==> config.mk <==
export PLATFORM = sky130hd
export DESIGN_NAME = cla_pipe_addsub_flat
export DESIGN_NICKNAME = d
export VERILOG_FILES = /design/src/rtl/cla_pkg.sv /design/src/rtl/cla_pipe_addsub_if.sv /design/src/rtl/cla_slice.sv /design/src/rtl/cla_pipe_addsub.sv /design/src/flat_wrapper.sv
export SDC_FILE = /design/constraint.sdc
export NUM_CORES = 1
export LEC_CHECK = 0
export ABC_CLOCK_PERIOD_IN_PS = 1600
export BUFFER_PORTS_ARGS = -buffer_cell sky130_fd_sc_hd__buf_2
export CAP_MARGIN = 25
export CORE_UTILIZATION = 54
export DETAILED_ROUTE_END_ITERATION = 16
export PLACE_DENSITY = 0.77
export SLEW_MARGIN = 0
export SYNTH_ARGS = -nofsm -noshare
export SYNTH_HDL_FRONTEND = slang
export SYNTH_SLANG_ARGS = --single-unit
==> constraint.sdc <==
create_clock -name clk -period 1.6 [get_ports clk]
set_input_delay 0.24 -clock clk [delete_from_list [all_inputs] [get_ports clk]]
set_output_delay 0.24 -clock clk [all_outputs]
set_load 0.01 [all_outputs]
==> src/rtl/cla_pkg.sv <==
// Shared constants for the pipelined carry-lookahead adder/subtractor.
// Provides the operation encodings used on the sub input.
package cla_pkg;
    localparam logic OP_ADD = 1'b0;
    localparam logic OP_SUB = 1'b1;
endpackage

==> src/rtl/cla_pipe_addsub_if.sv <==
// Handshake bundle for cla_pipe_addsub: operation in, result out.
// master drives in_valid/a/b/cin/sub/out_ready; slave drives the rest.
interface cla_pipe_addsub_if #(
    parameter int N = 16
) ();
    logic         in_valid;
    logic         in_ready;
    logic [N-1:0] a;
    logic [N-1:0] b;
    logic         cin;
    logic         sub;
    logic         out_valid;
    logic         out_ready;
    logic [N-1:0] sum;
    logic         cout;
    logic         ovf;

    modport master (
        output in_valid, a, b, cin, sub, out_ready,
        input  in_ready, out_valid, sum, cout, ovf
    );

    modport slave (
        input  in_valid, a, b, cin, sub, out_ready,
        output in_ready, out_valid, sum, cout, ovf
    );
endinterface

==> src/rtl/cla_slice.sv <==
// Combinational K-bit carry-lookahead slice.
// In: a, b, ci. Out: s, co (slice carry-out), c_msb (carry into slice MSB).
module cla_slice #(
    parameter int K = 4
) (
    input  logic [K-1:0] a,
    input  logic [K-1:0] b,
    input  logic         ci,
    output logic [K-1:0] s,
    output logic         co,
    output logic         c_msb
);
    logic [K-1:0] g;
    logic [K-1:0] p;
    logic [K:0]   c;
    logic         acc;
    logic         pp;

    assign g = a & b;
    assign p = a ^ b;

    // c[i+1] as a flat sum of products: each g[j] masked by the
    // propagates above it, plus ci masked by all propagates below i+1.
    always_comb begin
        c    = '0;
        acc  = 1'b0;
        pp   = 1'b1;
        c[0] = ci;
        for (int i = 0; i < K; i++) begin
            acc = 1'b0;
            pp  = 1'b1;
            for (int j = i; j >= 0; j--) begin
                acc = acc | (g[j] & pp);
                pp  = pp & p[j];
            end
            c[i+1] = acc | (pp & ci);
        end
    end

    assign s     = p ^ c[K-1:0];
    assign co    = c[K];
    assign c_msb = c[K-1];
endmodule

==> src/rtl/cla_pipe_addsub.sv <==
// Pipelined N-bit CLA adder/subtractor, one K-bit slice per stage.
// Ports: clk, rst_n (async, active-low), bus (slave side of the handshake).
module cla_pipe_addsub
    import cla_pkg::*;
#(
    parameter int N = 16,
    parameter int K = 4
) (
    input  logic             clk,
    input  logic             rst_n,
    cla_pipe_addsub_if.slave bus
);
    localparam int S = N / K;

    logic         adv;
    logic [N-1:0] b_eff;
    logic         cin_eff;
    logic [S-1:0] v_q;
    logic [S-1:0] c_q;
    logic [S-1:0] v_d;
    logic [S-1:0] c_d;
    logic [N-1:0] a_q [S];
    logic [N-1:0] b_q [S];
    logic [N-1:0] s_q [S];
    logic [N-1:0] a_d [S];
    logic [N-1:0] b_d [S];
    logic [N-1:0] s_d [S];
    logic         cm_last;
    logic         ovf_q;

    // One global enable: the whole pipe moves or the whole pipe holds.
    assign adv          = !v_q[S-1] || bus.out_ready;
    assign bus.in_ready = adv;

    assign b_eff   = bus.b ^ {N{bus.sub}};
    assign cin_eff = (bus.sub == OP_SUB) ? 1'b1 : bus.cin;

    for (genvar s = 0; s < S; s++) begin : g_stage
        logic [K-1:0] sa;
        logic [K-1:0] sb;
        logic [K-1:0] ss;
        logic         sci;
        logic         sco;
        logic         scm;
        logic [N-1:0] ra;
        logic [N-1:0] rb;
        logic [N-1:0] ps;
        logic [N-1:0] pn;
        logic         vi;

        // Remaining operands are kept right-aligned so the next
        // slice always sits in the low K bits.
        if (s == 0) begin : g_head
            assign sa  = bus.a[K-1:0];
            assign sb  = b_eff[K-1:0];
            assign sci = cin_eff;
            assign ra  = bus.a >> K;
            assign rb  = b_eff >> K;
            assign ps  = '0;
            assign vi  = bus.in_valid;
        end else begin : g_body
            assign sa  = a_q[s-1][K-1:0];
            assign sb  = b_q[s-1][K-1:0];
            assign sci = c_q[s-1];
            assign ra  = a_q[s-1] >> K;
            assign rb  = b_q[s-1] >> K;
            assign ps  = s_q[s-1];
            assign vi  = v_q[s-1];
        end

        cla_slice #(.K(K)) u_slice (
            .a    (sa),
            .b    (sb),
            .ci   (sci),
            .s    (ss),
            .co   (sco),
            .c_msb(scm)
        );

        always_comb begin
            pn            = ps;
            pn[s*K +: K]  = ss;
        end

        assign v_d[s] = vi;
        assign c_d[s] = sco;
        assign a_d[s] = ra;
        assign b_d[s] = rb;
        assign s_d[s] = pn;

        if (s == S - 1) begin : g_tail
            assign cm_last = scm;
        end else begin : g_mid
            logic unused_cm;
            assign unused_cm = scm;
        end
    end

    always_ff @(posedge clk or negedge rst_n) begin
        if (!rst_n) begin
            v_q   <= '0;
            c_q   <= '0;
            ovf_q <= 1'b0;
            for (int i = 0; i < S; i++) begin
                a_q[i] <= '0;
                b_q[i] <= '0;
                s_q[i] <= '0;
            end
        end else if (adv) begin
            v_q   <= v_d;
            c_q   <= c_d;
            ovf_q <= cm_last ^ c_d[S-1];
            for (int i = 0; i < S; i++) begin
                a_q[i] <= a_d[i];
                b_q[i] <= b_d[i];
                s_q[i] <= s_d[i];
            end
        end
    end

    assign bus.out_valid = v_q[S-1];
    assign bus.sum       = s_q[S-1];
    assign bus.cout      = c_q[S-1];
    assign bus.ovf       = ovf_q;
endmodule

==> src/flat_wrapper.sv <==
// flat-port wrapper written by rule: the top's interface ports become plain ports
module cla_pipe_addsub_flat import cla_pkg::*;
#(
    parameter int N = 16,
    parameter int K = 4
)
  (clk, rst_n, bus_in_valid, bus_a, bus_b, bus_cin, bus_sub, bus_out_ready, bus_in_ready, bus_out_valid, bus_sum, bus_cout, bus_ovf);
  cla_pipe_addsub_if #(.N(N)) bus_i ();
  input  logic clk;
  input  logic rst_n;
  input wire logic [$bits(bus_i.in_valid)-1:0] bus_in_valid;
  input wire logic [$bits(bus_i.a)-1:0] bus_a;
  input wire logic [$bits(bus_i.b)-1:0] bus_b;
  input wire logic [$bits(bus_i.cin)-1:0] bus_cin;
  input wire logic [$bits(bus_i.sub)-1:0] bus_sub;
  input wire logic [$bits(bus_i.out_ready)-1:0] bus_out_ready;
  output wire logic [$bits(bus_i.in_ready)-1:0] bus_in_ready;
  output wire logic [$bits(bus_i.out_valid)-1:0] bus_out_valid;
  output wire logic [$bits(bus_i.sum)-1:0] bus_sum;
  output wire logic [$bits(bus_i.cout)-1:0] bus_cout;
  output wire logic [$bits(bus_i.ovf)-1:0] bus_ovf;
  assign bus_i.in_valid = bus_in_valid;
  assign bus_i.a = bus_a;
  assign bus_i.b = bus_b;
  assign bus_i.cin = bus_cin;
  assign bus_i.sub = bus_sub;
  assign bus_i.out_ready = bus_out_ready;
  assign bus_in_ready = bus_i.in_ready;
  assign bus_out_valid = bus_i.out_valid;
  assign bus_sum = bus_i.sum;
  assign bus_cout = bus_i.cout;
  assign bus_ovf = bus_i.ovf;
  cla_pipe_addsub #(.N(N), .K(K)) u_core (.clk(clk), .rst_n(rst_n), .bus(bus_i));
endmodule
==> metrics.yaml <==
run_status:
  run_status: "complete, no violations"
global_routing:
  grt_first_pass_wirelength_microns: 14200
  grt_antenna_before_repair: 0
  grt_remaining_overflow: 0
  grt_usage: 0.216
  grt_pass1_vias: 3060
  grt_max_degree: 101
sta:
  fmax_ghz: 0.634
  slew_viol_final: 0
  skew_ps: 11.5
  hold_viol_final: 0
  tns_ps: 0
  setup-violations-final: 0
  finalCritPeriodShare: 0.985
  whs_ps: 78.9
  finalCriticalPeriod_ps: 1580
  max_slew_margin: 0.716
  max_slew.worst_pin.slew_ps: 426
routing:
  ant_nets: 0
  vias: 3126
  vias_per_cell: 5.06
  drtIter0Drc: 247
  wl_per_cell_microns: 13.0
  drcViolationCount: 0
  routed_wl_microns: 8020
  drt-pass1-iter-count: 4
power:
  leakagePower_nw: 2.56
  p_total_mw: 9.22
  cellPowerDensity_nw_per_um2: 1850
  irDropWorstVdd_mv: 0.645
yosys:
  synth_compound_area_frac: 0.0888
  synthAdderAreaFrac: 0.0654
  ys.warnings.count: 0
  muxShareOfSynthArea: 0.00234
  postSynthAreaPerCell_sq_um: 9.39
  synthesis.nets: 514
  seq_area_frac_synth: 0.567
  synth_xor_area_frac: 0.0470
  synthCells: 456
  ys_types: 27
  synth-simple-area-share: 0.192
  synth_area_sq_um: 4280
  synth_top_family_by_area: "simple AND/OR/NAND/NOR gates"
  ys_ff_latch: 97
cts:
  clock_latency_ps: 360
  cts_buffer_depth: 2
  numCtsBuffers: 9
  clock_sinks: 97
  htree_levels: 3
  cts_tree: "built"
  postCtsSetupBuffers: 0
  clkTransAtPathRegs_ps: 90
  clockRootBuffer: "clkbuf_8"
floorplanning:
  initial_core_util: 0.557
  io_pins: 58
  die_area_sq_um: 8290
  row_count: 32
  die_w_microns: 91.1
  core_sq_um: 7690
  die_h_microns: 91.1
cells_and_area:
  drive_gt1_frac: 0.180
  diodes: 0
  fin_area_sq_um: 4970
  nets: 570
  area_growth_pct: 16.1
placement:
  placed_area_sq_um: 4740
  io_buffer_count: 57
  place.gp.congestion: 0.773
  dp_hpwl_microns: 5610
hold_path:
  hold_start: "bus_a[12]"
  hp-class: "in2reg"
critical_path:
  cp.arrival_ps: 1800
  end_kind: "flip-flop"
  worstPathCellList: "ha_1 -> a211oi_2 -> o21bai_2 -> a211oi_2 -> a21oi_1"
  cp.buffers_inverters: 0
  slowest_stage: "dfrtp_1"
  crit_fanout: 2
  timing.rr.start: "u_core.b_q[48]$_DFFE_PN0P_"
  startpoint_type: "flip-flop"
  slowest_delay_ps: 400
  path_common_cell: "a211oi_2"
  worstSetupPathType: "reg2reg"
  worstPathRequired_ps: 1820
  crit_family: "compound AO/OA/AOI/OAI gates"
  startpoint: "u_core.b_q[48]$_DFFE_PN0P_"
flow_run:
  maxCapViolations: 0
-- per-stage QoR --
stage	util	worst slack, ps	cells
CTS	0.643	4.38	618
finish	0.647	23.2	618
global route	0.647	-14.5	618
detailed placement	0.617	-30.3	602
floorplan	-	-59.9	456
global placement	0.617	23.6	602
-- logic make-up (layout without fill, tap and decap cells) --
kind of cell	after synthesis	in the layout
flip-flops	97	97
AO/OA/AOI/OAI	63	63
XOR/XNOR	23	23
multiplexers	1	1
adder cells (fa/ha/maj)	20	20
AND/OR/NAND/NOR	217	217
buffers and inverters	35	95
-- state kept, by name, indices dropped and copies added, names as in the netlist, 4 cells and up --
register,count
u_core.bus.sum,16
u_core.a_d,12
u_core.c_q,4
u_core.b_d,12
u_core.a_q,12
u_core.v_q,4
u_core.b_q,12
u_core.g_stage.ps,24
-- layout make-up --
class	count	area, sq um
Timing Repair Buffer	68	448
Tap cell	102	128
Inverter	12	47.5
Clock inverter	4	55.1
Multi-Input combinational cell	324	1740
Fill cell	628	2710
Clock buffer	11	131
Sequential cell	97	2430
-- synthesized netlist by cell type, drive strengths merged --
cell type | instances | area share
nor2 | 12 | 0.011
o21bai | 3 | 0.0053
fa | 4 | 0.019
mux2i | 1 | 0.0023
nand2b | 2 | 0.0029
nor2b | 1 | 0.0015
ha | 16 | 0.047
buf | 17 | 0.022
inv | 12 | 0.011
dfrtp | 97 | 0.57
a21oi | 13 | 0.015
xnor2 | 14 | 0.029
nand2 | 201 | 0.18
xor2 | 9 | 0.018
clkbuf | 6 | 0.0053
a21boi | 1 | 0.0026
o21ai | 30 | 0.035
nor3 | 1 | 0.0012
a2bb2oi | 1 | 0.0020
o21a | 1 | 0.0018
o31ai | 2 | 0.0047
o211ai | 1 | 0.0029
a21o | 3 | 0.0053
a211oi | 8 | 0.014
-- what timing repair did --
| item | CTS | global route |
|---|---|---|
| endpoints found under the hold margin | 26 | 0 |
| pin swaps | 0 | 6 |
| hold buffers | 1 | 0 |
| endpoints found under the setup margin | 1 | 6 |
| resized for setup | 1 | 11 |
-- report_power, final --
group | switching, mW | internal [mW] | total, mW
clock network | 0.808 | 0.722 | 1.53
registers | 0.603 | 3.55 | 4.15
logic | 2.01 | 1.53 | 3.55
-- routing by layer --
layer	global-route usage	wire length, microns	share of wire	vias to the layer above
met1	0.299	3800	0.47	1486
met3	0.0410	277	0.035	12
met5	0	0	0	-
met4	0.0899	153	0.019	0
met2	0.336	3790	0.47	73
li1	-	-	-	1555
-- final timing paths --
| path | end | slack, ps | depth (start not counted) |
|---|---|---|---|
| setup / recovery | u_core.c_q[1]$_DFFE_PN0P_ | 20 | 5 |
| hold / removal | u_core.a_d[36]$_DFFE_PN0P_ | 80 | 3 |
| setup reg to reg | u_core.c_q[1]$_DFFE_PN0P_ | 20 | 5 |
| hold reg to reg | u_core.bus.sum[9]$_DFFE_PN0P_ | 460 | 2 |
| max in group asynchronous | u_core.bus.sum[12]$_DFFE_PN0P_ | 690 | 3 |
| min in group asynchronous | u_core.v_q[3]$_DFFE_PN0P_ | 350 | 2 |
-- worst register-to-register path: stages (launching register included) --
cell	delay (ps)
dfrtp_1	400
ha_1	320
a211oi_2	260
o21bai_2	120
a211oi_2	270
a21oi_1	80
-- layout by cell type, fill, tap and decap left out, drive strengths merged, types with 2 or more instances in the layout --
cell      n
fa        4
xor2      9
nor2     12
nand2b    2
o21bai    3
o21ai    30
a21oi    13
nand2   201
xnor2    14
a21o      3
o31ai     2
inv      12
ha       16
dfrtp    97
clkinv    2
buf      67
a211oi    8
clkbuf   11
No activity file was read; power rests on OpenSTA's default activity.
